--- src/rtl/mem_stage.sv ---
// Memory pipeline stage: passes ALU results through to writeback, runs a
// req/ack data-memory transaction for loads and stores (stalling upstream
// while it waits), and flags misaligned accesses and memory timeouts.
module mem_stage #(
  parameter int TIMEOUT        = 16,
  parameter int REG_ADDR_WIDTH = 5
) (
  input  logic                      clk,
  input  logic                      reset,
  input  logic                      ex_valid,
  input  logic [31:0]               ex_result,
  input  logic [31:0]               ex_store_data,
  input  logic [31:0]               ex_next_pc,
  input  logic [2:0]                ex_flag,
  input  logic                      ex_mem_read,
  input  logic                      ex_mem_write,
  input  logic [REG_ADDR_WIDTH-1:0] ex_rd,
  input  logic                      ex_reg_write,
  output logic                      stall,
  output logic                      dmem_req,
  output logic                      dmem_we,
  output logic [31:0]               dmem_addr,
  output logic [31:0]               dmem_wdata,
  input  logic [31:0]               dmem_rdata,
  input  logic                      dmem_ack,
  output logic                      wb_valid,
  output logic [31:0]               wb_data,
  output logic [REG_ADDR_WIDTH-1:0] wb_rd,
  output logic                      wb_reg_write,
  output logic [31:0]               wb_next_pc,
  output logic [2:0]                wb_flag,
  output logic                      mem_fault
);

  localparam int CW = $clog2(TIMEOUT + 1);

  typedef enum logic {IDLE, ACCESS} state_t;

  state_t                    state_q, state_d;
  logic [CW-1:0]             counter_q, counter_d;
  logic [31:0]               addr_q, addr_d;
  logic [31:0]               wdata_q, wdata_d;
  logic                      we_q, we_d;
  logic                      regw_q, regw_d;
  logic [REG_ADDR_WIDTH-1:0] rd_q, rd_d;
  logic [31:0]               npc_q, npc_d;
  logic [2:0]                flag_q, flag_d;
  logic                      wbValid_q, wbValid_d;
  logic [31:0]               wbData_q, wbData_d;
  logic [REG_ADDR_WIDTH-1:0] wbRd_q, wbRd_d;
  logic                      wbRegWrite_q, wbRegWrite_d;
  logic [31:0]               wbNextPc_q, wbNextPc_d;
  logic [2:0]                wbFlag_q, wbFlag_d;
  logic                      fault_q, fault_d;

  logic memop;
  logic misaligned;
  logic timeoutNow;

  assign memop      = ex_mem_read | ex_mem_write;
  assign misaligned = (ex_result[1:0] != 2'b00);
  assign timeoutNow = (counter_q == CW'(TIMEOUT - 1));

  // Next-state, latch and writeback selection; wb_valid/mem_fault default low so they pulse
  always_comb begin
    state_d      = state_q;
    counter_d    = counter_q;
    addr_d       = addr_q;
    wdata_d      = wdata_q;
    we_d         = we_q;
    regw_d       = regw_q;
    rd_d         = rd_q;
    npc_d        = npc_q;
    flag_d       = flag_q;
    wbValid_d    = 1'b0;
    wbData_d     = wbData_q;
    wbRd_d       = wbRd_q;
    wbRegWrite_d = wbRegWrite_q;
    wbNextPc_d   = wbNextPc_q;
    wbFlag_d     = wbFlag_q;
    fault_d      = 1'b0;
    stall        = 1'b0;
    case (state_q)
      IDLE: begin
        if (ex_valid) begin
          if (!memop) begin
            wbValid_d    = 1'b1;
            wbData_d     = ex_result;
            wbRd_d       = ex_rd;
            wbRegWrite_d = ex_reg_write;
            wbNextPc_d   = ex_next_pc;
            wbFlag_d     = ex_flag;
          end else if (misaligned) begin
            wbValid_d    = 1'b1;
            fault_d      = 1'b1;
            wbData_d     = 32'h0;
            wbRd_d       = ex_rd;
            wbRegWrite_d = 1'b0;
            wbNextPc_d   = ex_next_pc;
            wbFlag_d     = ex_flag;
          end else begin
            stall     = 1'b1;
            addr_d    = ex_result;
            wdata_d   = ex_store_data;
            we_d      = ex_mem_write;
            regw_d    = ex_reg_write;
            rd_d      = ex_rd;
            npc_d     = ex_next_pc;
            flag_d    = ex_flag;
            counter_d = '0;
            state_d   = ACCESS;
          end
        end
      end
      ACCESS: begin
        stall     = !(dmem_ack | timeoutNow);
        counter_d = counter_q + CW'(1);
        if (dmem_ack) begin
          state_d      = IDLE;
          counter_d    = '0;
          wbValid_d    = 1'b1;
          wbData_d     = we_q ? addr_q : dmem_rdata;
          wbRd_d       = rd_q;
          wbRegWrite_d = regw_q & !we_q;
          wbNextPc_d   = npc_q;
          wbFlag_d     = flag_q;
        end else if (timeoutNow) begin
          state_d      = IDLE;
          counter_d    = '0;
          wbValid_d    = 1'b1;
          fault_d      = 1'b1;
          wbData_d     = 32'h0;
          wbRd_d       = rd_q;
          wbRegWrite_d = 1'b0;
          wbNextPc_d   = npc_q;
          wbFlag_d     = flag_q;
        end
      end
      default: state_d = IDLE;
    endcase
  end

  // State and output registers with synchronous active-low reset
  always_ff @(posedge clk) begin
    if (!reset) begin
      state_q      <= IDLE;
      counter_q    <= '0;
      addr_q       <= 32'h0;
      wdata_q      <= 32'h0;
      we_q         <= 1'b0;
      regw_q       <= 1'b0;
      rd_q         <= '0;
      npc_q        <= 32'h0;
      flag_q       <= 3'h0;
      wbValid_q    <= 1'b0;
      wbData_q     <= 32'h0;
      wbRd_q       <= '0;
      wbRegWrite_q <= 1'b0;
      wbNextPc_q   <= 32'h0;
      wbFlag_q     <= 3'h0;
      fault_q      <= 1'b0;
    end else begin
      state_q      <= state_d;
      counter_q    <= counter_d;
      addr_q       <= addr_d;
      wdata_q      <= wdata_d;
      we_q         <= we_d;
      regw_q       <= regw_d;
      rd_q         <= rd_d;
      npc_q        <= npc_d;
      flag_q       <= flag_d;
      wbValid_q    <= wbValid_d;
      wbData_q     <= wbData_d;
      wbRd_q       <= wbRd_d;
      wbRegWrite_q <= wbRegWrite_d;
      wbNextPc_q   <= wbNextPc_d;
      wbFlag_q     <= wbFlag_d;
      fault_q      <= fault_d;
    end
  end

  assign dmem_req     = (state_q == ACCESS);
  assign dmem_we      = we_q;
  assign dmem_addr    = addr_q;
  assign dmem_wdata   = wdata_q;
  assign wb_valid     = wbValid_q;
  assign wb_data      = wbData_q;
  assign wb_rd        = wbRd_q;
  assign wb_reg_write = wbRegWrite_q;
  assign wb_next_pc   = wbNextPc_q;
  assign wb_flag      = wbFlag_q;
  assign mem_fault    = fault_q;

endmodule

--- config.mk ---
export PLATFORM = sky130hd
export DESIGN_NAME = mem_stage
export DESIGN_NICKNAME = d
export VERILOG_FILES = /design/src/rtl/mem_stage.sv
export SDC_FILE = /design/constraint.sdc
export NUM_CORES = 1
export LEC_CHECK = 0
export BUFFER_PORTS_ARGS = -buffer_cell sky130_fd_sc_hd__clkbuf_2
export CELL_PAD_IN_SITES_DETAIL_PLACEMENT = 0
export CELL_PAD_IN_SITES_GLOBAL_PLACEMENT = 1
export CORE_MARGIN = 1
export CORE_UTILIZATION = 36
export DETAILED_ROUTE_END_ITERATION = 8
export PLACE_DENSITY_LB_ADDON = 0.1
export REMOVE_ABC_BUFFERS = 1
export SYNTH_ARGS = -nofsm -noshare
export SYNTH_HDL_FRONTEND = slang
export SYNTH_SLANG_ARGS = --single-unit
--- constraint.sdc ---
create_clock -name clk -period 1.9 [get_ports clk]
set_input_delay 0 -clock clk [delete_from_list [all_inputs] [get_ports clk]]
set_output_delay 0 -clock clk [all_outputs]
set_load 0.005 [all_outputs]
==> results.txt, run 1 <==
* Total congestion overflow after global routing: 0
- Summed over all layers, the routed wires come to 25090 um.
- Setup repair after global routing left no endpoint under its margin.
- Leaving out fill and tap cells, the most frequent cells in the layout are 283 x sky130_fd_sc_hd__clkbuf_2, 210 x sky130_fd_sc_hd__nand2_1, 185 x sky130_fd_sc_hd__dfxtp_1.
- After synthesis, the largest family of logic cells by area is compound AO/OA/AOI/OAI gates.
- Static leakage: 4.795 nW
- For this run, the register share of the synthesized area comes to 0.4703.
* Hold Worst Slack: 0.02079 ns
- Of all nets on the critical path, the largest fanout is 29.
- The number of max-slew violations in the final report was 0.
- Of the cells placed in the final design, the portion with a size suffix greater than 1 is 0.3013.
- Via Count: 7592
* Summed instance area of the synthesized netlist: 7960 um2
* Total power per unit cell area: 806.9 nW/um2
- The netlist uses 32 different library cells.
- Entering global routing, the biggest net connects 91 pins.
* Highest clock rate: 548.3 MHz
- Detailed-route wire length per cell: 16.31 um
* Run status: finished, final reports clean
* Max-cap violations: 0
- Mux contribution to synthesized area: 0.09557
- The cell sitting at the root of the clock tree is a sky130_fd_sc_hd__clkbuf_16.
- The die is 150.7 um wide.
- Number of clock buffers inserted by TritonCTS: 17
* CTS HTree Levels: 4
* Setup CP Type: flip-flop to flip-flop
* Least-Margin Pin Slew: 0.4802 ns
- The first detailed-routing pass ran for 4 iterations.
- Hold Crit Class: input port to flip-flop
- Die Outline Area: 22710 um2
- Compound-Gate Fraction of Synth Area: 0.2532
* Number of diodes: 0
* Normalized max-slew margin: 0.6784
- Area grow syn2layout: 44.88%
* VDD IR-drop max: 0.5696 mV
* Max Buffers Root-to-Sink: 2
- Dpl ws: 0.1127 ns
- Critical Path Start Type: flip-flop
- Mapped Avg Cell Area: 9.066 um2
- Count of nets left with antenna violations after detail routing: 0
* Clock insertion delay at the later pin of the skew report: 0.43 ns
* Delay contributed by the slowest stage of the critical path: 0.33 ns
- Die height: 150.7 um
* Routed via count divided by cell count: 4.936
- For this run, the total global-route usage over all layers was measured as 0.2193.
- Final critical-path required period: 1.824 ns
* Number of clock sinks: 187
- The region available for standard cell placement spans 21760 um2.
* # fillers: 2155
* Crit share post-route: 0.9599
- Initial antenna violation count: 0
* CTS tree: done
* Worst endpoint data arrival time: 2.14 ns
- For this block, the initial DRC count from the detailed router was 309.
* Clock Skews: 0.01139 ns
- Of the total synthesized cell area, the portion taken by XOR and XNOR cells is 0.
- Traced cell by cell, the critical path runs through ha_1 -> and4b_4 -> o21a_2 -> or2_2 -> buf_12 -> and2_1.
- Synthesized flop and latch total: 187
- Total power: 9.305 mW
- STA classifies the critical path endpoint as a flip-flop.
- CP max-delay cell: sky130_fd_sc_hd__dfxtp_1
- Wire length of the first global-routing pass: 38720 um
* Total I/O pin count: 285
* Final-report hold violation count: 0
* Initial Utilization: 0.3659
- Across all setup checks in the final design, the least slack found is 0.07626 ns.
- Half-perimeter wire length after placement: 15400 um
- Setup violations remaining at the end of the flow were counted as 0.
* Number of nets in the layout: 1390
* RD Place Congestion: 0.7274
- After detailed routing, the number of remaining DRC violations is 0.
* Clock-pin slew reported for the worst setup and hold paths after clock tree synthesis: 0.06 ns
- Cell count after synthesis: 878
* Number of rows in the core area: 54
- Number of global-route vias before repair: 7328
* Post-synthesis share of cell area spent on full adders, half adders and majority gates: 0.001572
- Setup TNS: 0 ns
- Total number of yosys warnings: 0
* Buffers on Ports: 284
* Post-Synth Simple-Gate Area: 0.1221
- Most common library cell in the layout ignoring fill and taps: sky130_fd_sc_hd__clkbuf_2
- STA puts the critical path data required time at 2.22 ns.
-- power by group --
| part | leakage (nW) | internal [mW] | switching [mW] |
|---|---|---|---|
| Clock | 0.294 | 2.16 | 1.59 |
| Sequential | 1.53 | 4.12 | 0.108 |
| Combinational | 2.97 | 0.693 | 0.632 |
| Total | 4.80 | 6.97 | 2.33 |
-- worst max-delay path: cells and delay by family (launching register included) --
family / cells / cell delay [ns]
adder cells (fa/ha/maj): 1 / 0.24
AO/OA/AOI/OAI: 1 / 0.22
buffers and inverters: 1 / 0.19
flip-flops: 1 / 0.33
AND/OR/NAND/NOR: 3 / 0.72
-- state kept, by name (all words and copies together) (netlist names) --
| name | count |
|---|---|
| wb_reg_write | 1 |
| regw_q | 1 |
| dmem_wdata | 32 |
| rd_q | 5 |
| wb_valid | 1 |
| wb_flag | 3 |
| npc_q | 32 |
| wb_next_pc | 32 |
| flag_q | 3 |
| dmem_req | 1 |
| wb_data | 32 |
| counter_q | 5 |
| dmem_addr | 32 |
| wb_rd | 5 |
| mem_fault | 1 |
| dmem_we | 1 |
-- synth_stat cells --
cell type                  number  share of area
sky130_fd_sc_hd__nand2_1      210          0.099
sky130_fd_sc_hd__nor2b_1        3         0.0024
sky130_fd_sc_hd__ha_1           1         0.0016
sky130_fd_sc_hd__inv_1          1        0.00047
sky130_fd_sc_hd__nor3b_1        1        0.00094
sky130_fd_sc_hd__nand3b_1       1        0.00094
sky130_fd_sc_hd__nor3_2         1         0.0013
sky130_fd_sc_hd__and3_1         2         0.0016
sky130_fd_sc_hd__and4b_4        1         0.0017
sky130_fd_sc_hd__o31ai_1       73          0.069
sky130_fd_sc_hd__a21boi_0      45          0.042
sky130_fd_sc_hd__nor3_1         4         0.0025
sky130_fd_sc_hd__and2_1         3         0.0024
sky130_fd_sc_hd__dfxtp_1      187           0.47
sky130_fd_sc_hd__a31oi_1        2         0.0016
sky130_fd_sc_hd__clkbuf_1      32          0.015
sky130_fd_sc_hd__nand2b_1       2         0.0016
sky130_fd_sc_hd__a22oi_1       33          0.031
sky130_fd_sc_hd__a21boi_1      60          0.057
sky130_fd_sc_hd__nor4_4         1         0.0027
sky130_fd_sc_hd__o21a_1         2         0.0019
sky130_fd_sc_hd__nor2_1         5         0.0024
sky130_fd_sc_hd__o21ai_0        2         0.0013
sky130_fd_sc_hd__a32oi_1        1         0.0011
sky130_fd_sc_hd__mux2i_1       40          0.050
sky130_fd_sc_hd__mux2_2        32          0.045
sky130_fd_sc_hd__buf_2         34          0.021
sky130_fd_sc_hd__buf_4         11          0.010
sky130_fd_sc_hd__or2_1          2         0.0016
sky130_fd_sc_hd__nand3_1        2         0.0013
sky130_fd_sc_hd__a21oi_1       77          0.048
sky130_fd_sc_hd__buf_6          7         0.0099
-- repair_timing --
item / 4_1_cts / 5_1_grt
gates resized for setup: 2 / 1
hold endpoints to repair: 178 / 0
setup buffers: 1 / 0
endpoints found under the setup margin: 1 / 36
hold buffers: 125 / 0
-- layout make-up --
class / instances / area, um2 / share of cell area
clock buffer: 20 / 456.7 / 0.03960
clock inverter: 11 / 157.7 / 0.01367
multi-input combinational: 606 / 3784 / 0.3281
sequential: 187 / 3746 / 0.3248
inverter: 1 / 3.754 / 0.0003255
timing repair buffer: 433 / 3034 / 0.2631
tap: 280 / 350.3 / 0.03038
-- per-layer routing --
| metal | GRT usage | vias up | wire [um] |
|---|---|---|---|
| li1 | - | 3820 | - |
| met1 | 0.2731 | 3532 | 11130 |
| met2 | 0.3751 | 222 | 11950 |
| met3 | 0.05788 | 18 | 1724 |
| met4 | 0.05250 | 0 | 293 |
| met5 | 0 | - | 0 |
-- through the flow --
| step | area (um2) | std cells | utilization |
|---|---|---|---|
| 2_1_floorplan | 7508 | 794 | - |
| 3_3_place_gp | 9652 | 1381 | 0.4436 |
| 3_5_place_dp | 9652 | 1381 | 0.4436 |
| 4_1_cts | 11530 | 1538 | 0.5299 |
| 5_1_grt | 11530 | 1538 | 0.5301 |
| 6_report | 11530 | 1538 | 0.5301 |
-- cell families (layout without fill, tap and decap cells) --
| family | count (synthesis) | count (layout) |
|---|---|---|
| fa+ha+maj | 1 | 1 |
| flops | 187 | 187 |
| buf+inv | 85 | 465 |
| compound gates | 295 | 295 |
| mux | 72 | 72 |
| simple gates | 238 | 238 |
-- worst paths after layout --
| path | slack, ns | cells after the start | endpoint | from |
|---|---|---|---|---|
| worst max-delay path | 0.08 | 6 | wb_valid$_SDFF_PN0_ | counter_q[0]$_SDFFE_PN0P_ |
| worst min-delay path | 0.02 | 4 | wb_data[10]$_SDFFE_PN0P_ | dmem_rdata[10] |
| worst max register to register | 0.08 | 6 | wb_valid$_SDFF_PN0_ | counter_q[0]$_SDFFE_PN0P_ |
| worst min register to register | 0.45 | 2 | npc_q[20]$_SDFFE_PN0P_ | npc_q[20]$_SDFFE_PN0P_ |
(Power assumes the default switching activity.)
==> run 2: changes to the inputs <==
--- a/config.mk
+++ b/config.mk
@@ -12,6 +12,7 @@
 export CORE_UTILIZATION = 36
 export DETAILED_ROUTE_END_ITERATION = 8
 export PLACE_DENSITY_LB_ADDON = 0.1
+export RECOVER_POWER = 25
 export REMOVE_ABC_BUFFERS = 1
 export SYNTH_ARGS = -nofsm -noshare
 export SYNTH_HDL_FRONTEND = slang
==> results.txt, run 2 (same netlist as run 1, synthesis figures left out) <==
- The longest individual stage delay on the worst path is 0.33 ns (about the same).
- The clock input transition at the sequential cells of the worst setup and hold paths is 0.07 ns (was 0.06 ns).
* Number of global-route vias before repair: 7328 (unchanged)
- The class of the most critical hold timing path is input port to flip-flop (unchanged).
* Final count of negative-setup-slack endpoints: 0 (unchanged)
- Critical Path Start Type: flip-flop (unchanged)
- CTS tree: done (unchanged)
* Number of DRC violations after detailed routing: 0 (unchanged)
- The minimum period implied by the final worst setup slack came to 1.819 ns (was 1.824 ns).
* Number of diodes: 0 (unchanged)
- Routed via count divided by cell count: 4.936 (unchanged)
- Number of rows in the core area: 54 (unchanged)
- Total congestion overflow after global routing: 0 (unchanged)
* # fillers: 2172 (was 2155)
* Crit share post-route: 0.9573 (was 0.9599)
- Std-Cell Core Area: 21760 um2 (unchanged)
* CTS HTree Levels: 4 (unchanged)
- Final-report hold violation count: 0 (unchanged)
- Number of placed instances, taps included: 1381 (unchanged)
- The die area came to 22710 um2 (unchanged).
* Number of clock buffers inserted by TritonCTS: 17 (unchanged)
- CP Cell Sequence: ha_1 -> and4b_4 -> o21a_2 -> or2_2 -> buf_12 -> and2_1 (unchanged)
* CP required: 2.22 ns (about the same)
- Run status: finished, final reports clean (unchanged)
* Normalized max-slew margin: 0.6806 (was 0.6784)
- The HPWL after detailed placement was 15400 um (unchanged).
- Count of nets left with antenna violations after detail routing: 0 (unchanged)
* Number of nets in the layout: 1390 (unchanged)
- Area grow syn2layout: 44.04% (was 44.88%)
- Worst endpoint data arrival time: 2.13 ns (was 2.14 ns)
* Max Buffers Root-to-Sink: 2 (unchanged)
- The maximum fanout encountered on the critical timing path is 29 (unchanged).
- The max-cap check violation count came to 0 (unchanged).
- The iteration count of the initial detailed-routing pass came to 4 (unchanged).
* Wire length of the first global-routing pass: 38720 um (unchanged)
* Setup repair after global routing missed its margin: false (unchanged)
- VDD IR-drop max: 0.5726 mV (was 0.5696 mV)
- The area of placed instances is 9652 um2 (unchanged).
* Total I/O pin count: 285 (unchanged)
- Total power per unit cell area: 810.4 nW/um2 (was 806.9 nW/um2)
* Floorplan die width: 150.7 um (unchanged)
- The post-detailed-routing wire length was 25150 um (was 25090 um).
- The final setup skew came to 0.01148 ns (was 0.01139 ns).
- The number of max-slew violations in the final report was 0 (unchanged).
- The fraction of layout cells with a size suffix above 1 is 0.2591 (was 0.3013).
- Number of non-filler instances in the completed layout: 1538 (unchanged)
* Largest net degree at the start of global routing: 91 (unchanged)
* Detailed-route wire length per cell: 16.35 um (was 16.31 um)
- The final weighted congestion of routability-driven global placement came to 0.7274 (unchanged).
* Total power: 9.292 mW (was 9.305 mW)
- The CTS root buffer was sky130_fd_sc_hd__clkbuf_16 (unchanged).
- Setup TNS: 0 ns (unchanged)
- Via Count: 7592 (unchanged)
- The number of DRC violations after detailed-routing iteration 0 came to 339 (was 309).
* Most frequent cells in the layout: 230 x sky130_fd_sc_hd__clkbuf_2, 210 x sky130_fd_sc_hd__nand2_1, 185 x sky130_fd_sc_hd__dfxtp_1 (was 283 x sky130_fd_sc_hd__clkbuf_2, 210 x sky130_fd_sc_hd__nand2_1, 185 x sky130_fd_sc_hd__dfxtp_1)
* Buffer and inverter count on the worst path: 1 (unchanged)
* Setup CP Type: flip-flop to flip-flop (unchanged)
- Number of clock sinks: 187 (unchanged)
- The overall fraction of global-route tracks in use is 0.2193 (unchanged).
- Hold Worst Slack: 0.02316 ns (was 0.02079 ns)
- Most common library cell in the layout ignoring fill and taps: sky130_fd_sc_hd__clkbuf_2 (unchanged)
- The clock latency of the later-clocked register in the worst-skew pair is 0.43 ns (about the same).
- Die height: 150.7 um (unchanged)
- The number of port buffers was 284 (unchanged).
- The maximum clock frequency was 549.8 MHz (was 548.3 MHz).
* Type of element capturing the critical path: flip-flop (unchanged)
* Initial Utilization: 0.3659 (unchanged)
- Least-Margin Pin Slew: 0.4768 ns (was 0.4802 ns)
- The cell with the largest stage delay on the worst path is sky130_fd_sc_hd__dfxtp_1 (unchanged).
- Area of all placed cells without fillers: 11470 um2 (was 11530 um2)
- Static leakage: 4.620 nW (was 4.795 nW)
- The number of antenna violations at the first check in global routing is 0 (unchanged).
- Kind of cell adding the most delay to the critical path: simple AND/OR/NAND/NOR gates (unchanged)
## run 2: cell counts in the layout (fill, tap and decap cells not counted)
No cell type changed its count.
## run 2: worst min-delay path: cells and delay by family
kind                   cells  cell delay [ns]
multiplexers               1             0.13
buffers and inverters      1             0.08
AO/OA/AOI/OAI              2             0.20
## run 2: area by class of cell
class	count	area [um2]	area share
multi-input cells	606	3784	0.3300
flip-flops and latches	187	3746	0.3267
repair buffers	433	2968	0.2588
clock buffers	20	456.7	0.03983
well taps	280	350.3	0.03055
clock inverters	11	157.7	0.01375
inverters	1	3.754	0.0003274
## run 2: power by group
group	internal (mW)	switching, mW	total, mW
sequential	4.12	0.108	4.23
combinational	0.673	0.635	1.31
clock	2.16	1.60	3.76
## run 2: what timing repair did
item	4_1_cts	5_1_grt
buffers inserted	1	0
hold buffers	125	0
gates cloned	0	0
endpoints found under the hold margin	178	0
resized for setup	2	1
endpoints found under the setup margin	1	36
## run 2: final timing paths
path                                    to                      start  cells past startpoint  slack [ns]
setup reg to reg       wb_valid$_SDFF_PN0_  counter_q[0]$_SDFFE_PN0P_                      6        0.08
hold / removal    wb_data[29]$_SDFFE_PN0P_             dmem_rdata[29]                      4        0.02
setup / recovery       wb_valid$_SDFF_PN0_  counter_q[0]$_SDFFE_PN0P_                      6        0.08
hold reg to reg     npc_q[20]$_SDFFE_PN0P_     npc_q[20]$_SDFFE_PN0P_                      2        0.45
## run 2: layer usage
layer / wire [um] / track usage
met1: 11320 / 0.2731
met2: 11960 / 0.3751
met3: 1579 / 0.05788
met4: 289 / 0.05250
met5: 0 / 0
## run 2: through the flow
| stage | worst slack [ns] | utilization |
|---|---|---|
| 2_1_floorplan | -4.093 | - |
| 3_3_place_gp | 0.1399 | 0.4436 |
| 3_5_place_dp | 0.1127 | 0.4436 |
| 4_1_cts | 0.08029 | 0.5299 |
| 5_1_grt | 0.001053 | 0.5270 |
| 6_report | 0.08122 | 0.5270 |
